==> config.mk <==
export PLATFORM = sky130hd
export DESIGN_NAME = fpall_req_sched
export DESIGN_NICKNAME = d
export VERILOG_FILES = /design/src/rtl/fpall_req_sched_pkg.sv /design/src/rtl/fpall_rr_arb.sv /design/src/rtl/fpall_req_sched.sv
export SDC_FILE = /design/constraint.sdc
export NUM_CORES = 1
export LEC_CHECK = 0
export ABC_CLOCK_PERIOD_IN_PS = 9150
export BUFFER_PORTS_ARGS = -buffer_cell sky130_fd_sc_hd__buf_4
export CORE_AREA = 2 2 163 165
export DETAILED_ROUTE_END_ITERATION = 8
export DIE_AREA = 0 0 165 167
export MAX_ROUTING_LAYER = met4
export REMOVE_ABC_BUFFERS = 1
export SETUP_SLACK_MARGIN = 0.02
export SLEW_MARGIN = 20
export SYNTH_ARGS = -nofsm -noshare
export SYNTH_HDL_FRONTEND = slang
export SYNTH_SLANG_ARGS = --single-unit
==> constraint.sdc <==
create_clock -name clk -period 9.15 [get_ports clk]
set_clock_uncertainty 0.15 [all_clocks]
set_input_delay 0.915 -clock clk [delete_from_list [all_inputs] [get_ports clk]]
set_output_delay 0.915 -clock clk [all_outputs]
set_load 0.02 [all_outputs]
==> src/rtl/fpall_req_sched_pkg.sv <==
// Shared types for the FPALL request scheduler: FPU format/opcode encodings,
// scheduler FSM states and the packed request bundle driven onto the FPU bus.
package fpall_req_sched_pkg;

  typedef enum logic [1:0] {
    FP32 = 2'd0,
    FP16 = 2'd1,
    BF16 = 2'd2,
    FP64 = 2'd3
  } fp_fmt_e;

  typedef enum logic [2:0] {
    OP_ADD = 3'd0,
    OP_SUB = 3'd1,
    OP_MUL = 3'd2,
    OP_MIN = 3'd3,
    OP_MAX = 3'd4,
    OP_CMP = 3'd5,
    OP_CVT = 3'd6,
    OP_NOP = 3'd7
  } fp_op_e;

  typedef enum logic [1:0] {
    RUN      = 2'd0,
    DRAINING = 2'd1,
    DRAINED  = 2'd2
  } sched_state_e;

  typedef struct packed {
    fp_fmt_e     fmt;
    fp_op_e      op;
    logic [31:0] x;
    logic [31:0] y;
  } fpreq_t;

  localparam fpreq_t FPREQ_RST = '{fmt: FP32, op: OP_ADD, x: '0, y: '0};

endpackage

==> src/rtl/fpall_rr_arb.sv <==
// Combinational round-robin arbiter: searches req_i starting at ptr_i and
// returns a one-hot grant plus the winning index.
module fpall_rr_arb #(
  parameter int NREQ = 4,
  parameter int IDW  = $clog2(NREQ)
) (
  input  logic [NREQ-1:0] req_i,
  input  logic [IDW-1:0]  ptr_i,
  output logic [NREQ-1:0] gnt_o,
  output logic [IDW-1:0]  gnt_idx_o
);

  localparam logic [IDW:0] NREQ_W = (IDW+1)'(NREQ);

  logic [IDW:0]   cand_w;
  logic [IDW-1:0] cand;
  logic           found;

  always_comb begin
    gnt_o     = '0;
    gnt_idx_o = '0;
    found     = 1'b0;
    cand_w    = '0;
    cand      = '0;
    for (int unsigned k = 0; k < NREQ; k++) begin
      // Rotate the search origin to ptr_i, wrapping modulo NREQ.
      cand_w = {1'b0, ptr_i} + (IDW+1)'(k);
      if (cand_w >= NREQ_W) cand_w = cand_w - NREQ_W;
      cand = cand_w[IDW-1:0];
      if (!found && req_i[cand]) begin
        found       = 1'b1;
        gnt_o[cand] = 1'b1;
        gnt_idx_o   = cand;
      end
    end
  end

endmodule

==> src/rtl/fpall_req_sched.sv <==
// Round-robin scheduler sharing one fixed-latency FPU among NREQ requesters,
// with in-flight tag tracking and a drain handshake. Optional perf counters
// are enabled by defining FPSCHED_PERF_CNT_EN.
module fpall_req_sched
  import fpall_req_sched_pkg::*;
#(
  parameter int  NREQ = 4,
  parameter int  LAT  = 2,
  localparam int IDW  = $clog2(NREQ)
) (
  input  logic            clk,
  input  logic            rst_n,
  input  logic [NREQ-1:0] req_valid,
  output logic [NREQ-1:0] req_ready,
  input  fp_fmt_e         req_fmt [NREQ],
  input  fp_op_e          req_op  [NREQ],
  input  logic [31:0]     req_x   [NREQ],
  input  logic [31:0]     req_y   [NREQ],
  output fp_fmt_e         fpu_fmt,
  output fp_op_e          fpu_op,
  output logic [31:0]     fpu_x,
  output logic [31:0]     fpu_y,
  input  logic [31:0]     fpu_r,
  output logic            rsp_valid,
  output logic [IDW-1:0]  rsp_id,
  output logic [31:0]     rsp_data,
  input  logic            drain_req,
  output logic            drained
`ifdef FPSCHED_PERF_CNT_EN
  ,
  output logic [31:0]     perf_issue_cnt,
  output logic [31:0]     perf_stall_cnt
`endif
);

  typedef struct packed {
    logic           v;
    logic [IDW-1:0] id;
  } tag_t;

  localparam logic [IDW-1:0] PTR_LAST = IDW'(NREQ - 1);

  sched_state_e   state_q, state_d;
  logic [IDW-1:0] ptr_q, ptr_d;
  fpreq_t         fpu_q, fpu_d;
  tag_t [LAT:0]   tag_q;
  tag_t           tag_in;

  logic [NREQ-1:0] gnt;
  logic [IDW-1:0]  gnt_idx;
  logic            accept_en;
  logic            accept;
  logic            pipe_busy;

  fpall_rr_arb #(
    .NREQ (NREQ),
    .IDW  (IDW)
  ) u_arb (
    .req_i     (req_valid),
    .ptr_i     (ptr_q),
    .gnt_o     (gnt),
    .gnt_idx_o (gnt_idx)
  );

  // drain_req gates acceptance combinationally so a request arriving with
  // the drain rise is never taken.
  assign accept_en = (state_q == RUN) && !drain_req;
  assign req_ready = accept_en ? gnt : '0;
  assign accept    = accept_en && (|gnt);

  always_comb begin
    ptr_d  = ptr_q;
    fpu_d  = fpu_q;
    tag_in = '0;
    if (accept) begin
      ptr_d  = (gnt_idx == PTR_LAST) ? '0 : gnt_idx + IDW'(1);
      fpu_d  = '{fmt: req_fmt[gnt_idx], op: req_op[gnt_idx],
                 x: req_x[gnt_idx], y: req_y[gnt_idx]};
      tag_in = '{v: 1'b1, id: gnt_idx};
    end
  end

  // Only stages that survive the next edge count, so DRAINED is entered on
  // the same edge that retires the last response.
  always_comb begin
    pipe_busy = 1'b0;
    for (int unsigned i = 0; i < LAT; i++) pipe_busy = pipe_busy | tag_q[i].v;
  end

  always_comb begin
    state_d = state_q;
    unique case (state_q)
      RUN:      if (drain_req) state_d = DRAINING;
      DRAINING: begin
        if (!drain_req)     state_d = RUN;
        else if (!pipe_busy) state_d = DRAINED;
      end
      DRAINED:  if (!drain_req) state_d = RUN;
      default:  state_d = RUN;
    endcase
  end

  always_ff @(posedge clk or negedge rst_n) begin
    if (!rst_n) begin
      state_q <= RUN;
      ptr_q   <= '0;
      fpu_q   <= FPREQ_RST;
      tag_q   <= '0;
    end else begin
      state_q <= state_d;
      ptr_q   <= ptr_d;
      fpu_q   <= fpu_d;
      tag_q   <= {tag_q[LAT-1:0], tag_in};
    end
  end

  assign fpu_fmt   = fpu_q.fmt;
  assign fpu_op    = fpu_q.op;
  assign fpu_x     = fpu_q.x;
  assign fpu_y     = fpu_q.y;
  assign rsp_valid = tag_q[LAT].v;
  assign rsp_id    = tag_q[LAT].id;
  assign rsp_data  = rsp_valid ? fpu_r : '0;
  assign drained   = (state_q == DRAINED) && !pipe_busy && !rsp_valid;

`ifdef FPSCHED_PERF_CNT_EN
  logic [31:0] issue_cnt_q, stall_cnt_q;
  logic        stall;

  assign stall = (|req_valid) && !accept;

  always_ff @(posedge clk or negedge rst_n) begin
    if (!rst_n) begin
      issue_cnt_q <= '0;
      stall_cnt_q <= '0;
    end else begin
      if (accept && (issue_cnt_q != '1)) issue_cnt_q <= issue_cnt_q + 32'd1;
      if (stall && (stall_cnt_q != '1))  stall_cnt_q <= stall_cnt_q + 32'd1;
    end
  end

  assign perf_issue_cnt = issue_cnt_q;
  assign perf_stall_cnt = stall_cnt_q;
`endif

endmodule

# After elaboration in Yosys (flattened, before gate mapping)
# Cells that the tools add are included.
[totals] reg_bits=82 input_bits=315 output_inout_bits=109 elab_cells=116
[classes] n_addsub=8 magnitude_cmp=13 n_eq_ne=6 muxes=52 n_bitwise=5 reduce_logical=20
[op_table] op="$mux W32" count=5
[op_table] op="$bmux W32 S2" count=2
[op_table] op="$mux W2" count=15
[op_table] op="$mux W4" count=5
[op_table] op="$ge A3 B3 Y1 const B" count=4
[op_table] op="$lt A2 B3 Y1 const B" count=4
[op_table] op="$or A4 B4 Y4" count=3
[op_table] op="$logic_and A1 B1 Y1" count=11
[op_table] op="$mux W1" count=11
[op_table] op="$mux W3" count=3
[op_table] op="$bmux W1 S2" count=4
[op_table] op="$demux W1 S2" count=4
[op_table] op="$ge A2 B1 Y1 const B" count=4
[op_table] op="$sub A2 B1 Y2 const B" count=4
[op_table] op="$add A2 B2 Y3 const B" count=2
[op_table] op="$bmux W3 S2" count=1
[op_table] op="$logic_not A1 Y1" count=6
[op_table] op="$pmux W2 S3" count=1
[op_table] op="$bmux W2 S2" count=1
[op_table] op="$eq A2 B2 Y1 const B" count=2
[op_table] op="$ne A2 B2 Y1 const B" count=2
[op_table] op="$reduce_or A4 Y1" count=1
[op_table] op="$add A2 B1 Y3 const B" count=1
[op_table] op="$ge A2 B3 Y1 const B" count=1
[op_table] op="7 further kinds" count=7

# Logic depth before layout (Yosys ltp)
[depth] depth_word=18 mapped_depth=16 mapped_depth_nobuf=9

# Modules after synthesis
# Synthesis repeated with hierarchy kept, for this count alone.
[unflattened] cells_unflattened=348 area_unflattened_um2=5397.7
[by_module_without_submodules] module="fpall_req_sched" instances=1 cells_per_inst=300 area_per_inst_um2=4958.5 seq_area_each_um2=2052.0
[by_module_without_submodules] module="fpall_rr_arb" instances=1 cells_per_inst=48 area_per_inst_um2=439.2 seq_area_each_um2=0.0

# Worst setup path before layout
# Ideal clock, no wire load.
[synth_timing] path_kind="register to output" startpoint="reg ptr_q[0]" endpoint="out req_ready[1]" arrival_time_ns=3.095 path_slack_ns=4.990 stages_incl_launch_ff=12 n_path_buf=4 path_cell_list="dfrtp_1 buf_6 clkbuf_1 inv_1 clkbuf_1 clkbuf_1 ha_1 mux4_2 nor2b_2 a221o_1 o21ai_0 a21oi_1"
[synth_between] elab_chain_len=15
[synth_rtl] item="start, declared" line_no="fpall_req_sched.sv:44" text="logic [IDW-1:0] ptr_q, ptr_d;"
[synth_rtl] item="start signal, assigned" line_no="fpall_req_sched.sv:111" text="ptr_q <= ptr_d;"
[synth_rtl] item="parallel branches: the longest is 13 deep, another holds $add A2 B1 Y3"
[synth_rtl] item="$mux W4 (*)" line_no="fpall_rr_arb.sv:30" text="if (!found && req_i[cand]) begin"
[synth_rtl] item="$mux W4 (*)" line_no="fpall_req_sched.sv:68" text="assign req_ready = accept_en ? gnt : '0;"
[synth_rtl] item="end, declared" line_no="fpall_req_sched.sv:14" text="output logic [NREQ-1:0] req_ready,"
# Mark *: on every way between the ends. The select of a mux whose other input is x is not followed.

# Final worst setup path
[layout_timing] startpoint="reg ptr_q[0]" endpoint="reg fpu_q (netlist bit fpu_x[20])"
[layout_between] elab_chain_len=18
[layout_rtl] item="parallel branches: the longest is 18 deep, another holds $add A2 B1 Y3"
[layout_rtl] item="end signal, assigned" line_no="fpall_req_sched.sv:112" text="fpu_q <= fpu_d;"
[layout_rtl] item="end, declared" line_no="fpall_req_sched.sv:45" text="fpreq_t fpu_q, fpu_d;"
# Several ways; the timed one is not identified. The select of a mux whose other input is x is not followed.
# A chain may end at the register's enable or synchronous reset.

==> metrics.md <==
| Metric | Value |
|---|---|
| Buffers on Ports | `423` |
| CP max FO | `85` |
| Clock Path Buffers | `2` |
| Sink Count | `82` |
| Synth Area in Compound Gates | `52.86%` |
| Wire per inst | `20.95 µm` |
| Post-CTS Hold Fix Bufs | `0` |
| Clock Latency Late Sink | `350 ps` |
| Initial antenna violation count | `1` |
| H-tree Lvls | `3` |
| Worst R2R End | `fpu_x[20]` |
| Worst-margin pin slew | `1031 ps` |
| RSZ-0062 raised after global routing | `false` |
| Util after Layout | `41.82%` |
| Initial core utilization | `28.35%` |
| Setup crit end kind | `register` |
| # IOs | `424` |
| Clock-pin slew on the worst setup and hold paths | `60 ps` |
| Post-synth design cell area | `7305 µm²` |
| Post-Syn Area per Cell | `8.543 µm²` |
| Yosys reg bits | `82` |
| Total grt overflow | `0` |
| Top FF cell, synth | `dfrtp_1` |
| Max-cap violations | `0` |
| Post-synthesis mux area share | `1.953%` |
| Area after DPL | `10510 µm²` |
| Via density | `5.874` |
| Clock Root Buffer | `clkbuf_16` |
| Chip Height | `167 µm` |
| Mapped Cells | `855` |
| Vias in the first global route | `8514` |
| Site row count | `59` |
| Hold Vio Cnt, Final | `0` |
| Area delta synth->final | `47.50%` |
| Async SR Flop Fraction | `100.0%` |
| Startpoint Class | `register` |
| GRT Overall Usage | `22.90%` |
| Synth warn | `0` |
| Highest Clock Rate | `0.1936 GHz` |
| Largest family of logic cells by synthesized area | `compound AO/OA/AOI/OAI gates` |
| Die area | `27560 µm²` |
| # setup viols final | `0` |
| Final ANT Viol Nets | `0` |
| Type of the worst setup path | `reg2reg` |
| Fill count | `2640` |
| Simple-Gate Fraction of Synth Area | `8.599%` |
| Worst vdd ir | `350.0 µV` |
| DRT Pass-1 Iters | `6` |
| Design area | `10770 µm²` |
| DRT iter0 DRCs | `774` |
| Sequential fraction of the synthesis area | `28.09%` |
| Post-CTS Setup Inserts | `0` |
| R2r worst-path depth | `8` |
| Commonest non-fill, non-tap cell in the layout | `buf_4` |
| Number of synthesized flops with an enable pin | `0` |
| TritonCTS Buffers | `9` |
| Core ar. | `25760 µm²` |
| Post_cts resized | `0` |
| WHS Path Cells | `0` |
| Min-delay src | `tag_q[4]` |
| Layout cells sized above 1 | `39.88%` |
| Final Max Slew Viols | `0` |
| Final net count | `1507` |
| Reg2reg setup slack | `3990 ps` |
| Final Cycle Share | `56.45%` |
| CTS tree | `done` |
| DIE WIDTH | `165 µm` |
| Worst slew margin | `31.29%` |
| Remaining DRCs | `0` |
| Worst setup margin | `3985 ps` |
| Critical Path AT | `5200 ps` |
| Post-synthesis adder-cell area fraction | `1.028%` |
| Placer Congestion | `0.8604` |
| Largest net degree at the start of global routing | `90` |
| Worst Hold Class | `reg2reg` |
| Vias after detailed routing | `8969` |
| Hold endpoint | `rsp_id[1]` |
| Commonest non-fill, non-tap cells in the layout | `buf_4, a22oi_1, dfrtp_1` |
| Pleak | `0.004654 µW` |
| Post-synthesis xor/xnor area fraction | `0%` |
| Total power | `4234 µW` |
| Routed WL | `32000 µm` |
| First-pass GRT wire length | `48340 µm` |
| Worst r2r src | `ptr_q[0]` |
| Critical path data required time | `9190 ps` |
| Post-synth cell types | `43` |
| Status | `complete, no violations` |
| Tmin final | `5165 ps` |
| DP HPWL | `22670 µm` |
| PwrDens | `393.0 nW/µm²` |
| Placement Setup Slack | `3956 ps` |
## layer usage
metal	track usage [%]	up-vias	share of wire [%]
met5	-	-	0
met3	4.658	52	9.0
li1	-	4179	-
met4	7.637	0	2.6
met1	26.98	4285	38
met2	38.68	453	51
## worst max-delay path, cell delays in order, from the launching register on
cell and delay, ps:
dfrtp_1 880, inv_4 480, ha_1 560, mux4_2 680, a221o_1 390, o21ai_0 130
a41o_4 660, buf_4 800, o31ai_1 190
## registers in the layout, indices dropped and copies added (netlist names)
register / flops
fpu_x: 32
fpu_y: 32
tag_q: 6
fpu_op: 3
fpu_fmt: 2
ptr_q: 2
rsp_id: 2
state_q: 2
rsp_valid: 1
## final cells by class
class,count,area [µm²],share of cell area [%]
Clock inverter,5,31.28,0.2903
Multi-Input combinational cell,654,4753,44.12
Antenna cell,1,2.502,0.02323
Clock buffer,11,232.7,2.160
Sequential cell,82,2052,19.05
Tap cell,335,419.2,3.890
Timing Repair Buffer,435,3266,30.31
Inverter,4,17.52,0.1626
## worst max-delay path by stage
| stage | startpoint | end | slack, ps |
|---|---|---|---|
| floorplan | ptr_q[0] | fpu_x[18] | -30 |
| global route | ptr_q[0] | fpu_x[10] | 3540 |
| CTS | ptr_q[0] | fpu_y[2] | 3940 |
| global placement | ptr_q[0] | fpu_fmt[0] | 4080 |
| finish | ptr_q[0] | fpu_x[20] | 3990 |
| detailed placement | ptr_q[0] | fpu_y[2] | 3960 |
## metrics by stage
step / std cells / TNS, ps / hold slack [ps]
3_5_place_dp: 1510 / 0 / 186.2
3_3_place_gp: 1510 / 0 / 185.7
4_1_cts: 1526 / 0 / 200.7
5_1_grt: 1527 / 0 / 206.3
2_1_floorplan: 740 / -244.1 / 181.2
6_report: 1527 / 0 / 198.0
## cell families (layout without fill, tap and decap cells)
kind of cell	Yosys count	in the layout
AND/OR/NAND/NOR	129	129
AO/OA/AOI/OAI	510	510
multiplexers	9	9
buffers and inverters	119	455
flip-flops	82	82
adder cells (fa/ha/maj)	6	6
other	0	1
## synth_stat cells (6+ instances only)
cell type | number | area, µm²
o31ai_2 | 11 | 137.6
a221oi_1 | 69 | 604.3
dfrtp_1 | 82 | 2052
ha_1 | 6 | 75.07
buf_2 | 52 | 260.3
nand2_1 | 75 | 281.5
a21oi_1 | 10 | 50.05
clkbuf_1 | 53 | 198.9
o2bb2ai_1 | 70 | 613.1
a22oi_1 | 138 | 1036
and2_1 | 34 | 212.7
o31ai_1 | 58 | 435.4
o21ai_0 | 74 | 370.4
a211oi_1 | 68 | 510.5
## where the power goes
part | switching [µW] | internal (µW)
clock network | 164 | 184
registers | 135 | 549
logic | 2000 | 1200
Note: power is estimated with default switching activity, not from simulation.
